`src/rtl/fxp_mac_pipe.sv`:
```
`default_nettype none
// ============================================================================
// Module      : fxp_mac_pipe
// Description : Two-stage signed fixed-point multiply-accumulate pipeline with
//               valid/ready handshakes on both sides and saturating arithmetic.
//               S1 registers the operand pair and acc_en; S2 registers the
//               result and its overflow flag. The accumulator is updated on
//               the same edge S2 is written.
// Config      : FXP_MAC_PIPE_ROUND_EN (optional define)
//                 defined   -> round half up before the fractional shift
//                 undefined -> truncate (floor toward -infinity)
// Ports       : clk      in   clock, rising edge
//               rst_n    in   asynchronous active-low reset
//               in_val   in   operand pair valid
//               in_rdy   out  operand pair can be accepted this cycle
//               in0/in1  in   signed fixed-point operands (NBITS, DBITS frac)
//               acc_en   in   1 = add product to accumulator, 0 = load product
//               out_val  out  result valid
//               out_rdy  in   consumer accepts result
//               out      out  signed fixed-point result
//               ovf      out  result was saturated (qualified by out_val)
// Revision    : 1.0 - initial release
// ============================================================================
module fxp_mac_pipe #(
  parameter int NBITS = 8,
  parameter int DBITS = 4
) (
  input  logic             clk,
  input  logic             rst_n,
  input  logic             in_val,
  output logic             in_rdy,
  input  logic [NBITS-1:0] in0,
  input  logic [NBITS-1:0] in1,
  input  logic             acc_en,
  output logic             out_val,
  input  logic             out_rdy,
  output logic [NBITS-1:0] out,
  output logic             ovf
);

  // Product path is one bit wider than the full product so the rounding
  // constant can never wrap it.
  localparam int PW = 2*NBITS + 1;
  localparam int SW = NBITS + 1;

  localparam logic signed [PW-1:0]    P_MAX = {{(PW-NBITS+1){1'b0}}, {(NBITS-1){1'b1}}};
  localparam logic signed [PW-1:0]    P_MIN = {{(PW-NBITS+1){1'b1}}, {(NBITS-1){1'b0}}};
  localparam logic signed [SW-1:0]    S_MAX = {2'b00, {(NBITS-1){1'b1}}};
  localparam logic signed [SW-1:0]    S_MIN = {2'b11, {(NBITS-1){1'b0}}};
  localparam logic        [NBITS-1:0] N_MAX = {1'b0, {(NBITS-1){1'b1}}};
  localparam logic        [NBITS-1:0] N_MIN = {1'b1, {(NBITS-1){1'b0}}};

  // Stage 1
  logic                    s1_val_q, s1_val_d;
  logic signed [NBITS-1:0] a_q, a_d;
  logic signed [NBITS-1:0] b_q, b_d;
  logic                    acc_en_q, acc_en_d;

  // Stage 2 and accumulator
  logic                    s2_val_q, s2_val_d;
  logic [NBITS-1:0]        out_q, out_d;
  logic                    ovf_q, ovf_d;
  logic [NBITS-1:0]        acc_q, acc_d;

  // Handshake
  logic s1_adv;
  logic in_fire;

  assign s1_adv  = s1_val_q & (~s2_val_q | out_rdy);
  assign in_rdy  = rst_n & (~s1_val_q | s1_adv);
  assign in_fire = in_val & in_rdy;

  // Arithmetic
  logic signed [2*NBITS-1:0] prod;
  logic signed [PW-1:0]      prod_x;
  logic signed [PW-1:0]      rnd;
  logic signed [PW-1:0]      scaled;
  logic                      p_hi, p_lo;
  logic [NBITS-1:0]          p_sat;
  logic signed [SW-1:0]      sum;
  logic                      s_hi, s_lo;
  logic [NBITS-1:0]          s_sat;
  logic [NBITS-1:0]          res;
  logic                      res_ovf;

  assign prod   = a_q * b_q;
  assign prod_x = {prod[2*NBITS-1], prod};

`ifdef FXP_MAC_PIPE_ROUND_EN
  generate
    if (DBITS > 0) begin : g_rnd_on
      assign rnd = {{(PW-1){1'b0}}, 1'b1} << (DBITS-1);
    end else begin : g_rnd_zero
      assign rnd = '0;
    end
  endgenerate
`else
  assign rnd = '0;
`endif

  // Arithmetic shift floors toward -infinity; with rnd added it rounds half up.
  assign scaled = (prod_x + rnd) >>> DBITS;

  assign p_hi  = (scaled > P_MAX);
  assign p_lo  = (scaled < P_MIN);
  assign p_sat = p_hi ? N_MAX : (p_lo ? N_MIN : scaled[NBITS-1:0]);

  // One guard bit is enough for the sum of two NBITS signed values.
  assign sum   = {acc_q[NBITS-1], acc_q} + {p_sat[NBITS-1], p_sat};
  assign s_hi  = (sum > S_MAX);
  assign s_lo  = (sum < S_MIN);
  assign s_sat = s_hi ? N_MAX : (s_lo ? N_MIN : sum[NBITS-1:0]);

  assign res     = acc_en_q ? s_sat : p_sat;
  assign res_ovf = p_hi | p_lo | (acc_en_q & (s_hi | s_lo));

  // Next-state
  always_comb begin
    s1_val_d = s1_val_q;
    a_d      = a_q;
    b_d      = b_q;
    acc_en_d = acc_en_q;
    s2_val_d = s2_val_q;
    out_d    = out_q;
    ovf_d    = ovf_q;
    acc_d    = acc_q;

    if (in_fire) begin
      s1_val_d = 1'b1;
      a_d      = in0;
      b_d      = in1;
      acc_en_d = acc_en;
    end else if (s1_adv) begin
      s1_val_d = 1'b0;
    end

    if (s1_adv) begin
      s2_val_d = 1'b1;
      out_d    = res;
      ovf_d    = res_ovf;
      acc_d    = res;
    end else if (s2_val_q && out_rdy) begin
      s2_val_d = 1'b0;
    end
  end

  always_ff @(posedge clk or negedge rst_n) begin
    if (!rst_n) begin
      s1_val_q <= 1'b0;
      a_q      <= '0;
      b_q      <= '0;
      acc_en_q <= 1'b0;
      s2_val_q <= 1'b0;
      out_q    <= '0;
      ovf_q    <= 1'b0;
      acc_q    <= '0;
    end else begin
      s1_val_q <= s1_val_d;
      a_q      <= a_d;
      b_q      <= b_d;
      acc_en_q <= acc_en_d;
      s2_val_q <= s2_val_d;
      out_q    <= out_d;
      ovf_q    <= ovf_d;
      acc_q    <= acc_d;
    end
  end

  assign out_val = s2_val_q;
  assign out     = out_q;
  assign ovf     = ovf_q;

endmodule
`default_nettype wire
```
`config.mk`:
```
export PLATFORM = sky130hd
export DESIGN_NAME = fxp_mac_pipe
export DESIGN_NICKNAME = d
export VERILOG_FILES = /design/src/rtl/fxp_mac_pipe.sv
export SDC_FILE = /design/constraint.sdc
export NUM_CORES = 1
export LEC_CHECK = 0
export ABC_AREA = 1
export BUFFER_PORTS_ARGS = -buffer_cell sky130_fd_sc_hd__clkbuf_2
export CAP_MARGIN = 20
export CORE_ASPECT_RATIO = 1.75
export CORE_UTILIZATION = 35
export CTS_CLUSTER_DIAMETER = 100
export DETAILED_ROUTE_END_ITERATION = 12
export PLACE_DENSITY = 0.52
export SKIP_CTS_REPAIR_TIMING = 1
export SLEW_MARGIN = 10
export SYNTH_ARGS = -nofsm -noshare
export SYNTH_HDL_FRONTEND = slang
export SYNTH_SLANG_ARGS = --single-unit
```
`constraint.sdc`:
```
create_clock -name clk -period 5.9 [get_ports clk]
set_input_delay 0.59 -clock clk [delete_from_list [all_inputs] [get_ports clk]]
set_output_delay 0.59 -clock clk [all_outputs]
set_load 0.01 [all_outputs]
```
; After elaboration in Yosys (flattened, before gate mapping)
; Index checks and enable logic that the tools add are counted.
[word_totals]
register_bits = 28
out_inout_bits = 11
[op_classes]
addsub = 1
multipliers = 1
order_cmp = 4
n_mux = 9
bitwise = 11
reduce_logical = 3
[op_table]
columns = operator, count
row1 = two-way mux 8 bit, 5
row2 = multiplier 8 x 8 -> 16 bit, 1
row3 = "greater-than comparator 12 x 8 -> 1 bit, second input constant", 1
row4 = "less-than comparator 12 x 8 -> 1 bit, second input constant", 1
row5 = adder 8 x 8 -> 9 bit, 1
row6 = "greater-than comparator 9 x 8 -> 1 bit, second input constant", 1
row7 = "less-than comparator 9 x 8 -> 1 bit, second input constant", 1
row8 = bitwise OR 1 bit, 5
row9 = AND 1 bit, 4
row10 = two-way mux 1 bit, 4
row11 = nonzero test 2 bit, 2
row12 = inverter 1 bit, 2
row13 = logical AND 1 bit, 1

; Logic depth before layout (Yosys ltp)
; Gate-level depths: netlist (run 1).
[logic_depth]
depth_word = 9
ltp_mapped = 40
mapped_depth_nobuf = 38

; Worst setup path before layout (run 1)
; OpenSTA, ideal clock, no wires.
[synth_timing]
kind = reg-to-reg
from = register b_q[2]
to = register out_q[3] (netlist: out[3])
setup_ns = 0.116
arrival_ns = 6.062
required_time_ns = 5.784
setup_slack_ns = -0.278
path_stages_with_launch = 38
n_path_buf = 1
period_less_slack_ns = 6.178
cell_sequence = dfrtp_1 -> clkbuf_1 -> nand2_1 -> inv_1 -> fa_1 -> inv_1 -> fa_1 -> inv_1 -> fa_1 -> inv_1 -> fa_1 -> inv_1 -> ha_1 -> nand2_1 -> inv_1 -> a21oi_1 -> nand2_1 -> nand2_1 -> [... 2 more ...] -> nand3_2 -> nand2_4 -> nand2_1 -> nand2_4 -> ha_1 -> inv_1 -> fa_1 -> nand3b_1 -> nand2_1 -> nand3_1 -> nand3_1 -> nand2_1 -> nand2_1 -> inv_1 -> nor2_1 -> a21oi_1 -> nand2_1 -> nand2_1
[synth_via]
elab_chain_cells = 9
word_cells_on_any_way = 11
cone_classes = add/sub (1) / mul (1) / order compare (4) / mux (5)
[synth_rtl]
columns = element, line_no
row1 = "start, declared", 56  ; logic signed [NBITS-1:0] b_q, b_d;
row2 = "start signal, assigned", 151  ; b_q <= '0;
row3 = "start signal, assigned", 160  ; b_q <= b_d;
row4 = multiplier 8 x 8 -> 16 bit (*), 86  ; assign prod = a_q * b_q;
row5 = less-than comparator 12 x 8 -> 1 bit, 105  ; assign p_lo = (scaled < P_MIN);
row6 = two-way mux 8 bit, 106  ; assign p_sat = p_hi ? N_MAX : (p_lo ? N_MIN : scaled[NBITS-1:0]);
row7 = two-way mux 8 bit (*), 106
row8 = adder 8 x 8 -> 9 bit, 109  ; assign sum = {acc_q[NBITS-1], acc_q} + {p_sat[NBITS-1], p_sat};
row9 = less-than comparator 9 x 8 -> 1 bit, 111  ; assign s_lo = (sum < S_MIN);
row10 = two-way mux 8 bit (2 in series), 112  ; assign s_sat = s_hi ? N_MAX : (s_lo ? N_MIN : sum[NBITS-1:0]);
row11 = two-way mux 8 bit (*), 114  ; assign res = acc_en_q ? s_sat : p_sat;
row12 = "end signal, assigned", 163  ; out_q <= out_d;
row13 = "end, declared", 61  ; logic [NBITS-1:0] out_q, out_d;
; Every way passes the cells marked *; elsewhere a longest branch is shown, timed or not.
; A chain may end at the register's enable or synchronous reset.

; Worst setup path after layout (run 1)
[layout_timing]
from = register b_q[2]
to = register out_q[5] (netlist: out[5])
; Same word-level chain as after synthesis.

==> impl_metrics.json, run 1 <==
{
  "ant_nets": 0,
  "grt_usage": 0.163,
  "synthesis.area_um2": 4480,
  "rsz0062_at_grt": "yes",
  "clk_latency_ns": 0.27,
  "multi_input_area_um2": 3540,
  "fmax_mhz": 174,
  "nNetsFinal": 794,
  "ys_ff_latch": 28,
  "synth_commonest_cells": "inv_1, nand2_1, fa_1",
  "critPathSlowestCell": "fa_1",
  "overflow": 0,
  "coreArea_um2": 12500,
  "fin_skew_ns": 0.00228,
  "cp-start-kind": "register",
  "min_path_type": "in -> async",
  "cts_made_buffers": 3,
  "critical_path_arrival_ns": 5.96,
  "max-cap-violations": 0,
  "die_h_um": 152,
  "die_x_um": 87.5,
  "start_util": 0.358,
  "grt_pass1_wl_um": 16800,
  "setup_ws_ns": 0.152,
  "ys_warn_count": 0,
  "synth_top_area_cell": "fa_1",
  "use_met2": 0.350,
  "met3_usage": 0.0119,
  "cts_tree": "built",
  "synth.most_common_cell": "inv_1",
  "synth_top_area_frac": 0.246,
  "routedWlPerCell_um": 12.7,
  "synth_edf_count": 0,
  "final_hold_viol_count": 0,
  "synthToLayoutAreaGrowth_pct": 29.2,
  "root_buffer": "clkbuf_16",
  "syn_inst": 606,
  "clk_pin_slew_ns": 0.08,
  "cp-end-kind": "register",
  "hpwl_um": 9040,
  "place_ws_ns": -0.248,
  "drt-initial-drc-count": 96,
  "cpPeakStageDelay_ns": 0.51,
  "tightest_slew_ns": 0.851,
  "worst-path-max-fanout": 6,
  "status": "complete, no violations",
  "cts_num_sinks": 28,
  "antenna_found_initial": 0,
  "worst-setup-path-type": "reg -> reg",
  "synth_cell_types": 29,
  "num_io_pins": 32,
  "fin_crit_sh": 0.974,
  "ctsLongestPathBuffers": 2,
  "fin_crit_ns": 5.75,
  "seq_area_frac_synth": 0.156,
  "drtPass1Iterations": 4,
  "slew_violations": 0,
  "relSlewSlack": 0.431,
  "via_count": 3787,
  "drc": 0,
  "gp_congestion": 0.901,
  "n_antenna_cell": 0,
  "crit_required_ns": 6.11,
  "avgSynthCellArea_um2": 7.39,
  "grtUsageMet1": 0.153,
  "grt_max_degree": 30,
  "grt_pass1_vias": 3895,
  "rows": 54,
  "postRouteWirelength_um": 10700,
  "syn_nets": 718,
  "dieArea_um2": 13300,
  "crit_top_cell": "inv_2",
  "regArea_um2": 716,
  "fill_cells": 1247,
  "vias_per_cell": 4.46,
  "synth.area.top_cells": "fa_1, dfrtp_1, inv_1",
  "postSynth.asyncResetShare": 1.00,
  "setup_viol": 0,
  "portBuffers": 31,
  "drive_gt1_frac": 0.341,
  "top_usage_layer": "met2",
  "htree_levels": 1,
  "synth-main-ff-cell": "dfrtp_1"
}
-- routing by layer --
metal | share of wire | vias to the layer above | routed length, µm
met5 | 0 | - | 0
met4 | 0.029 | 0 | 315
met3 | 0.012 | 23 | 128
met2 | 0.60 | 48 | 6490
met1 | 0.35 | 1791 | 3810
li1 | - | 1925 | -
-- flip-flops by register name, indices dropped and copies added, names as in the netlist --
signal    cells
s1_val_q      1
ovf           1
a_q           8
b_q           8
out           8
acc_en_q      1
out_val       1
-- worst paths after layout --
path / from / to / slack (ns) / depth (start not counted)
min in group clk: out_val / out_val / 0.54 / 2
min: rst_n / b_q[1] / 0.39 / 1
max: b_q[2] / out[5] / 0.15 / 35
max reg2reg: b_q[2] / out[5] / 0.15 / 35
min reg2reg: out_val / out_val / 0.54 / 2
max in group asynchronous: rst_n / a_q[7] / 4.98 / 1
-- cell usage in the layout, fill, tap and decap left out, types with 5 or more instances in the layout --
cell	count
ha_1	21
mux2_2	14
ha_4	14
nand2_2	30
nand3_2	6
nor2_4	8
dfrtp_1	16
a21oi_2	10
inv_2	19
a21oi_1	15
inv_1	144
nor2_1	20
buf_4	56
nand2_4	13
dfrtp_2	12
nand3_1	16
nand2_1	125
nor2_2	5
fa_1	53
xnor2_1	10
clkbuf_2	31
xor2_1	8
-- worst max-delay path, delay by kind of cell, from the launching register on --
family                     cells  cell delay (ns)
AOI/OAI and AO/OA              1             0.14
buffers and inverters          8             0.60
DFF                            1             0.43
and+or+nand+nor               19             1.77
adders and majority gates      7             2.76
-- kinds of logic after synthesis --
kind of cell             after synthesis  synth area share
AND/OR/NAND/NOR                      235             0.226
multiplexers                          14            0.0352
AO/OA/AOI/OAI                         37            0.0450
XOR/XNOR                              18            0.0352
buffers and inverters                183             0.156
flip-flops                            28             0.156
adder cells (fa/ha/maj)               91             0.346
-- stage by stage --
step	hold slack (ns)	utilization	TNS [ns]	instances	area, µm²
global route	0.447	0.463	-0.839	849	5790
finish	0.388	0.463	0	849	5790
detailed placement	0.524	0.415	-1.92	839	5180
floorplan	0.294	-	0	606	4510
CTS	0.411	0.423	-2.26	843	5290
global placement	0.514	0.415	-1.31	839	5180
-- layout make-up --
| type | count | area share |
|---|---|---|
| Multi-Input combinational cell | 395 | 0.611 |
| Sequential cell | 28 | 0.124 |
| Inverter | 165 | 0.107 |
| Timing Repair Buffer | 89 | 0.103 |
| Tap cell | 168 | 0.0363 |
| Clock buffer | 3 | 0.0130 |
| Clock inverter | 1 | 0.00519 |
Power of run 1 is left out: the tool's default activity adds up to more than one toggle a clock period on the data nets, which glitch-free logic cannot reach.
==> run 2, diff against run 1 <==
==> constraint.sdc (replaced) <==
create_clock -name clk -period 4.9 [get_ports clk]
set_input_delay 0.49 -clock clk [delete_from_list [all_inputs] [get_ports clk]]
set_output_delay 0.49 -clock clk [all_outputs]
set_load 0.01 [all_outputs]
==> run 2 against run 1 <==
The run now ends with setup timing left; flip-flop and latch count stayed put; clock-buffer cell count stayed put; non-clock buffer count is 24 higher; critical path depth is 2 higher; setup slack worse by 1.1 ns; clock skew is 0.0019 ns higher; hold slack worse by 0.17 ns; register-to-register slack worse by 1.1 ns; cell count is 2.8% higher; largest cell class unchanged.
==> impl_metrics.json, run 2 (synthesis results as in run 1) <==
{
  "status": "finished, violations left",
  "violations": "setup timing",
  "setup_viol": 9,
  "cp-start-kind": "register",
  "critPathSlowestCell": "fa_1",
  "overflow": 0,
  "tightest_slew_ns": 0.857,
  "grt_pass1_vias": 4131,
  "drt-initial-drc-count": 54,
  "postRouteWirelength_um": 10800,
  "antenna_found_initial": 0,
  "dieArea_um2": 13300,
  "grt_max_degree": 30,
  "cpPeakStageDelay_ns": 0.54,
  "rsz0062_at_grt": "yes",
  "routedWlPerCell_um": 12.4,
  "grt_pass1_wl_um": 17900,
  "setup_ws_ns": -0.934,
  "htree_levels": 1,
  "die_x_um": 87.5,
  "start_util": 0.358,
  "n_antenna_cell": 0,
  "worst-setup-path-type": "reg -> reg",
  "timing.rr.start": "a_q[5]",
  "portBuffers": 31,
  "clk_pin_slew_ns": 0.08,
  "path_buf_inv": 8,
  "hpwl_um": 9400,
  "cts_tree": "built",
  "synthToLayoutAreaGrowth_pct": 31.6,
  "cts_made_buffers": 3,
  "slew_violations": 0,
  "min_path_type": "in -> async",
  "layout_commonest_cell": "inv_1",
  "drive_gt1_frac": 0.349,
  "critical_path_arrival_ns": 6.04,
  "fin_skew_ns": 0.00419,
  "root_buffer": "clkbuf_16",
  "via_count": 3833,
  "crit_top_cell": "inv_2",
  "num_io_pins": 32,
  "drc": 0,
  "vias_per_cell": 4.39,
  "clk_latency_ns": 0.27,
  "gp_congestion": 0.864,
  "fin_area_um2": 5890,
  "relSlewSlack": 0.428,
  "crit_required_ns": 5.11,
  "fmax_mhz": 171,
  "ant_nets": 0,
  "final_cell_mix": "inv_1, nand2_1, buf_4, fa_1, clkbuf_2",
  "fin_crit_sh": 1.19,
  "cts_num_sinks": 28,
  "fin_crit_ns": 5.83,
  "max-cap-violations": 0,
  "nNetsFinal": 818,
  "final_hold_viol_count": 0,
  "critical-path-top-delay-family": "adder cells",
  "grt_usage": 0.174,
  "fill_cells": 1276,
  "place_area_um2": 5520,
  "cp-end-kind": "register",
  "die_h_um": 152,
  "ctsLongestPathBuffers": 2,
  "drtPass1Iterations": 4,
  "worst-path-max-fanout": 7,
  "rows": 54,
  "crit_start": "a_q[5]",
  "holdWs_ns": 0.223,
  "coreArea_um2": 12500
}
run 2: worst register-to-register path: cells and delay by family (launching register included):
family / cells / cell delay (ns)
AOI/OAI and AO/OA: 2 / 0.27
adders and majority gates: 7 / 2.77
buffers and inverters: 8 / 0.44
DFF: 1 / 0.48
and+or+nand+nor: 20 / 1.84
run 2: routing by layer:
metal  track usage  share of wire  vias up
li1              -              -     1964
met1         0.156           0.35     1823
met2         0.390           0.62       36
met3       0.00867         0.0091       10
met4        0.0508          0.018        0
met5             0              0        -
run 2: per-stage QoR:
stage	cells	TNS, ns	setup slack (ns)	util
after floorplan	606	-5.47	-0.670	-
after global placement	862	-9.47	-1.11	0.441
after detailed placement	862	-9.78	-1.15	0.441
after CTS	866	-10.13	-1.19	0.450
after global routing	873	-10.91	-1.26	0.471
final	873	-8.05	-0.934	0.471
run 2: final cells by class:
type	instances	area, µm²	share of cell area
Clock buffer	3	75.1	0.0127
Clock inverter	1	30.0	0.00510
Inverter	165	619	0.105
Multi-Input combinational cell	395	3450	0.586
Sequential cell	28	712	0.121
Tap cell	168	210	0.0357
Timing Repair Buffer	113	795	0.135
run 2: final timing paths:
check                              end  slack [ns]  cells after the start
worst max-delay path            out[5]       -0.93                     37
worst min-delay path            a_q[7]        0.22                      2
worst max register to register  out[5]       -0.93                     37
worst min register to register  out[5]        0.53                      2
max in group asynchronous       b_q[4]        4.36                      2
min in group clk                a_q[4]        0.45                      2
Power of run 2 is left out for the same reason.
